`config.mk`:
```
export PLATFORM = sky130hd
export DESIGN_NAME = pipe_stage_reg
export DESIGN_NICKNAME = d
export VERILOG_FILES = /design/src/rtl/pipe_stage_reg.sv
export SDC_FILE = /design/constraint.sdc
export NUM_CORES = 1
export LEC_CHECK = 0
export BUFFER_PORTS_ARGS = -buffer_cell sky130_fd_sc_hd__buf_2
export CORE_MARGIN = 8
export CORE_UTILIZATION = 45
export CTS_BUF_LIST = sky130_fd_sc_hd__clkbuf_4
export CTS_CLUSTER_SIZE = 24
export DETAILED_ROUTE_END_ITERATION = 8
export PLACE_DENSITY = 0.87
export SLEW_MARGIN = 20
export SYNTH_ARGS = -nofsm -noshare
export SYNTH_HDL_FRONTEND = slang
export SYNTH_SLANG_ARGS = --single-unit
```
`constraint.sdc`:
```
create_clock -name clk_i -period 3.1 [get_ports clk_i]
set_clock_uncertainty 0.2 [all_clocks]
set_input_delay 0.31 -clock clk_i [delete_from_list [all_inputs] [get_ports clk_i]]
set_output_delay 0.31 -clock clk_i [all_outputs]
set_load 0.02 [all_outputs]
```
`src/rtl/pipe_stage_reg.sv`:
```
// Single pipeline stage register with valid/ready handshake and a bubble-safe control field.
// Define PIPE_STAGE_SKID_EN to add a skid register, which makes ready_o a registered flag.
module pipe_stage_reg #(
  parameter int DATA_W = 101,
  parameter int CTRL_W = 6
) (
  input  logic              clk_i,
  input  logic              rst_ni,
  input  logic              flush_i,
  input  logic              valid_i,
  output logic              ready_o,
  input  logic [CTRL_W-1:0] ctrl_i,
  input  logic [DATA_W-1:0] data_i,
  output logic              valid_o,
  input  logic              ready_i,
  output logic [CTRL_W-1:0] ctrl_o,
  output logic [DATA_W-1:0] data_o,
  output logic [1:0]        occ_o
);

  logic              main_valid;
  logic [CTRL_W-1:0] main_ctrl;
  logic [DATA_W-1:0] main_data;
  logic              in_xfer;
  logic              out_xfer;

  assign in_xfer  = valid_i && ready_o;
  assign out_xfer = main_valid && ready_i;

  // A bubble must never leak control bits such as regWrite or memToWrite downstream.
  assign valid_o = main_valid;
  assign ctrl_o  = main_valid ? main_ctrl : '0;
  assign data_o  = main_data;

`ifdef PIPE_STAGE_SKID_EN
  logic              skid_valid;
  logic              skid_empty;
  logic [CTRL_W-1:0] skid_ctrl;
  logic [DATA_W-1:0] skid_data;

  // skid_empty is its own flop so ready_o has no combinational path from ready_i.
  assign ready_o = skid_empty;
  assign occ_o   = {1'b0, main_valid} + {1'b0, skid_valid};

  always_ff @(posedge clk_i or negedge rst_ni) begin
    if (!rst_ni) begin
      main_valid <= 1'b0;
      main_ctrl  <= '0;
      main_data  <= '0;
      skid_valid <= 1'b0;
      skid_empty <= 1'b1;
      skid_ctrl  <= '0;
      skid_data  <= '0;
    end else if (flush_i) begin
      main_valid <= 1'b0;
      skid_valid <= 1'b0;
      skid_empty <= 1'b1;
    end else if (out_xfer) begin
      if (skid_valid) begin
        main_ctrl  <= skid_ctrl;
        main_data  <= skid_data;
        skid_valid <= 1'b0;
        skid_empty <= 1'b1;
      end else if (in_xfer) begin
        main_ctrl <= ctrl_i;
        main_data <= data_i;
      end else begin
        main_valid <= 1'b0;
      end
    end else if (in_xfer) begin
      if (main_valid) begin
        skid_valid <= 1'b1;
        skid_empty <= 1'b0;
        skid_ctrl  <= ctrl_i;
        skid_data  <= data_i;
      end else begin
        main_valid <= 1'b1;
        main_ctrl  <= ctrl_i;
        main_data  <= data_i;
      end
    end
  end
`else
  assign ready_o = ready_i || !main_valid;
  assign occ_o   = {1'b0, main_valid};

  always_ff @(posedge clk_i or negedge rst_ni) begin
    if (!rst_ni) begin
      main_valid <= 1'b0;
      main_ctrl  <= '0;
      main_data  <= '0;
    end else if (flush_i) begin
      main_valid <= 1'b0;
    end else if (in_xfer) begin
      main_valid <= 1'b1;
      main_ctrl  <= ctrl_i;
      main_data  <= data_i;
    end else if (out_xfer) begin
      main_valid <= 1'b0;
    end
  end
`endif

endmodule
```
Yosys cells after proc, flatten, opt, wreduce, memory -nomap -nowiden --
Index checks and enable logic that the tools add are counted.
Storage, ports and cells: bits in registers 108, bits of input ports 112, output and inout bits 111, word-level logic and storage cells 14
Cells by class: muxes and demuxes 4, bitwise gates (word level) 1, reductions and logical operators 6
Operators with widths (number):
- two-way mux 6 bit | 1
- two-way mux 1 bit | 3
- nonzero test 3 bit | 1
- logical AND 1 bit | 2
- AND reduction 2 bit | 1
- logical NOT 1 bit | 1
- logical OR 1 bit | 1
- NOT 1 bit | 1

Depth between registers and ports, before layout --
word-level depth 5, depth in mapped cells 6, gate-level depth less buffers 3

Worst setup path after synthesis --
OpenSTA, ideal clock, no wires.
path type reg2reg, start point reg main_valid, in the netlist valid_o, end point reg main_data[66], in the netlist data_o[66], setup time 0.125 ns, data arrival time 1.529 ns, required time 2.775 ns, setup slack 1.246 ns, stages on the path, launching flop included 7, buffers on the path 3, period minus slack after synthesis 1.854 ns, cell sequence dfrtp_1 nor2b_4 nor3b_2 buf_6 buf_8 buf_12 mux2_4
Between the ends: longest elaborated chain between the ends 4
RTL lines:
- from (decl) | line 21 | logic main_valid;
- from (signal assigned) | line 89 | main_valid <= 1'b0;
- from (signal assigned) | line 93 | main_valid <= 1'b0;
- from (signal assigned) | line 95 | main_valid <= 1'b1;
- logical NOT 1 bit | line 84 | assign ready_o = ready_i || !main_valid;
- logical OR 1 bit | line 84
- logical AND 1 bit | line 27 | assign in_xfer = valid_i && ready_o;
- AND reduction 2 bit (no source line)
- to (signal assigned) | line 97 | main_data <= data_i;
- to (decl) | line 23 | logic [DATA_W-1:0] main_data;
No other way between the ends. A chain may end at the register's enable or synchronous reset.

Worst setup path in the final report --
start point reg main_valid, in the netlist valid_o, end point reg main_data[38], in the netlist data_o[38]
The elaborated chain is that of the path after synthesis.

==> impl_results.md <==
- Starting DRC count in detailed routing: 123
- WS Path Type: reg2reg
- Synth Register Bits: 108
- PwrDens: 532.4 mW/mm²
- Post-Syn Nets: 353
- Synthesis-to-layout area growth: 56.05%
- Outcome: finished, final reports clean
- Synth Area in Adders: 0
- Gr ovfl total: 0
- Inserted Clock Buffers: 9
- Post-Synth Simple-Gate Area: 0.01677
- Syn avg cell area: 17.65 µm²
- Largest family of logic cells by synthesized area: multiplexers
- Post-Route Utilization: 0.7216
- Crit path max-delay family: flip-flops
- Wire per inst: 18.22 µm
- Initial antenna violation count: 3
- Dpl hpwl: 8044 µm
- Least-Margin Pin Slew: 0.6524 ns
- Final Max Tran Viols: 0
- Crit end category: flip-flop
- Netlist Area Pre-Place: 0.004253 mm²
- Number of instances in the placed design: 562
- Die ar.: 0.01282 mm²
- Final antenna-violating net count: 0
- CP Max Fanout: 52
- Via/cell ratio: 4.742
- I/O Buffers: 221
- RePlAce Congestion: 0.7982
- Vias in the first global route: 3,922
- Post-synthesis mux area share: 0.3098
- CORE AREA: 0.009196 mm²
- Final net count: 684
- Worst Path Required: 3.22 ns
- Mapped Cells: 241
- Clk buf depth: 2
- Clock sinks: 108
- Largest net degree at the start of global routing: 59
- Die height: 113.2 µm
- Final period utilization: 0.6371
- Clk slew on worst S/H paths: 0.16 ns
- Starting density of the core: 0.4624
- RSZ-0062 raised after global routing: no
- Die Span X: 113.2 µm
- Number of max-cap violations: 0
- Data arrival time of the critical path: 2.10 ns
- CP max stage cell: dfrtp_1
- Share of layout cells above drive strength 1: 0.6014
- CTS root buffer: clkbuf_4
- Total Routing Usage GR: 0.2006
- Routed wire length: 12,590 µm
- Clk Latency, worst-skew pair: 0.42 ns
- Slowest stage delay, CP: 0.46 ns
- Synth Area in Compound Gates: 0
- Fin cells: 691
- Via count: 3,277
- Syn. warnings: 0
- Max VDD drop: 0.3212 mV
- Final setup vio count: 0
- Final Hold Fails: 0
- Seq/Total Area, Yosys: 0.6355
- Worst setup SP type: flip-flop
- P_leak: 3.248 nW
- Max_slew headroom: 0.5651
- First-pass GRT wire length: 20,550 µm
- CTS tree: yes
- F_max: 506.3 MHz
- Worst Path Buf+Inv: 1
- Number of H-tree levels: 3
- Detailed-router iteration count before antenna repair: 4
- XOR/XNOR Fraction of Synth Area: 0
- Worst min path class: in2async
- Count of different cell masters after synthesis: 13
- Rows: 35
- Sum of negative setup slack: 0 ns
- Crit path cell chain: nor2b_4 -> nor3b_4 -> buf_12 -> mux2_2
- Remaining DRCs: 0
- Resize count post-CTS: 0
- Leading cell type in the layout, fill and taps excluded: buf_2
- I/O Pins: 223
- Commonest non-fill, non-tap cells in the layout: buf_2 (220), dlygate4sd3_1 (110), dfrtp_1 (108)
- Minimum clock period: 1.975 ns
layer usage:
layer  global-route usage  vias up  share of wire
met5                    0        -              0
met4              0.07282        0          0.022
met3              0.08253       24          0.088
met2               0.3556      144           0.53
met1               0.2084     1618           0.36
li1                     -     1491              -
synthesized netlist by cell type:
cell type,number,area share
dfrtp_1,108,0.64
buf_12,3,0.014
nor2b_4,1,0.0032
mux2_2,77,0.20
buf_4,9,0.016
nor2_1,2,0.0018
mux2_4,30,0.11
inv_1,1,0.00088
nor3b_2,1,0.0029
and2_1,6,0.0088
conb_1,1,0.00088
buf_6,1,0.0026
buf_8,1,0.0035
logic make-up (layout without fill, tap and decap cells):
group,after synthesis,in the layout
other,1,4
flip-flops,108,108
AND/OR/NAND/NOR,10,10
multiplexers,107,107
buffers and inverters,15,351
registers in the layout (all words and copies together), names as in the netlist:
name / cells
data_o: 101
valid_o: 1
main_ctrl: 6
layout make-up:
| cell class | instances | area (µm²) |
|---|---|---|
| multi-input cells | 118 | 1399 |
| clock buffers | 10 | 75.07 |
| clock inverters | 6 | 40.04 |
| diodes | 3 | 7.507 |
| fillers | 577 | 2560 |
| repair buffers | 334 | 2270 |
| flip-flops and latches | 108 | 2703 |
| well taps | 111 | 138.9 |
| inverters | 1 | 3.754 |
worst register-to-register path: stages, from the launching register on:
cell and delay [ns]:
dfrtp_1 0.46, nor2b_4 0.16, nor3b_4 0.28, buf_12 0.34, mux2_2 0.43
metrics by stage:
step                      instance area, µm²  hold WS, ns  setup WS (ns)  total power, W
final                                   6636       0.2236          1.125        0.003533
after global placement                  5413       0.1649          1.209        0.002782
after floorplan                         4253      -0.1856          1.246        0.002407
after CTS                               6629       0.2189          1.124        0.003557
after global routing                    6636       0.2553          1.060        0.003700
after detailed placement                5413       0.1865          1.148        0.002823
what timing repair did:
item                                   in CTS  in global routing
hold buffers                              110                  0
setup buffers                               0                  0
endpoints found under the hold margin     158                  0
worst paths after layout:
path,start,end,slack (ns),cells past startpoint
min in group clk_i,data_o[16],data_o[16],0.32,1
min reg2reg,data_o[16],data_o[16],0.32,1
min,rst_ni,data_o[52],0.22,2
max in group asynchronous,rst_ni,data_o[45],1.72,3
max reg2reg,valid_o,data_o[38],1.13,4
max,valid_o,data_o[38],1.13,4
report_power, final:
| group | internal [W] | total, W | switching [W] |
|---|---|---|---|
| logic | 0.000543 | 0.00114 | 0.000594 |
| clock network | 0.000174 | 0.000617 | 0.000443 |
| registers | 0.00165 | 0.00178 | 0.000133 |
(Power assumes the default switching activity.)
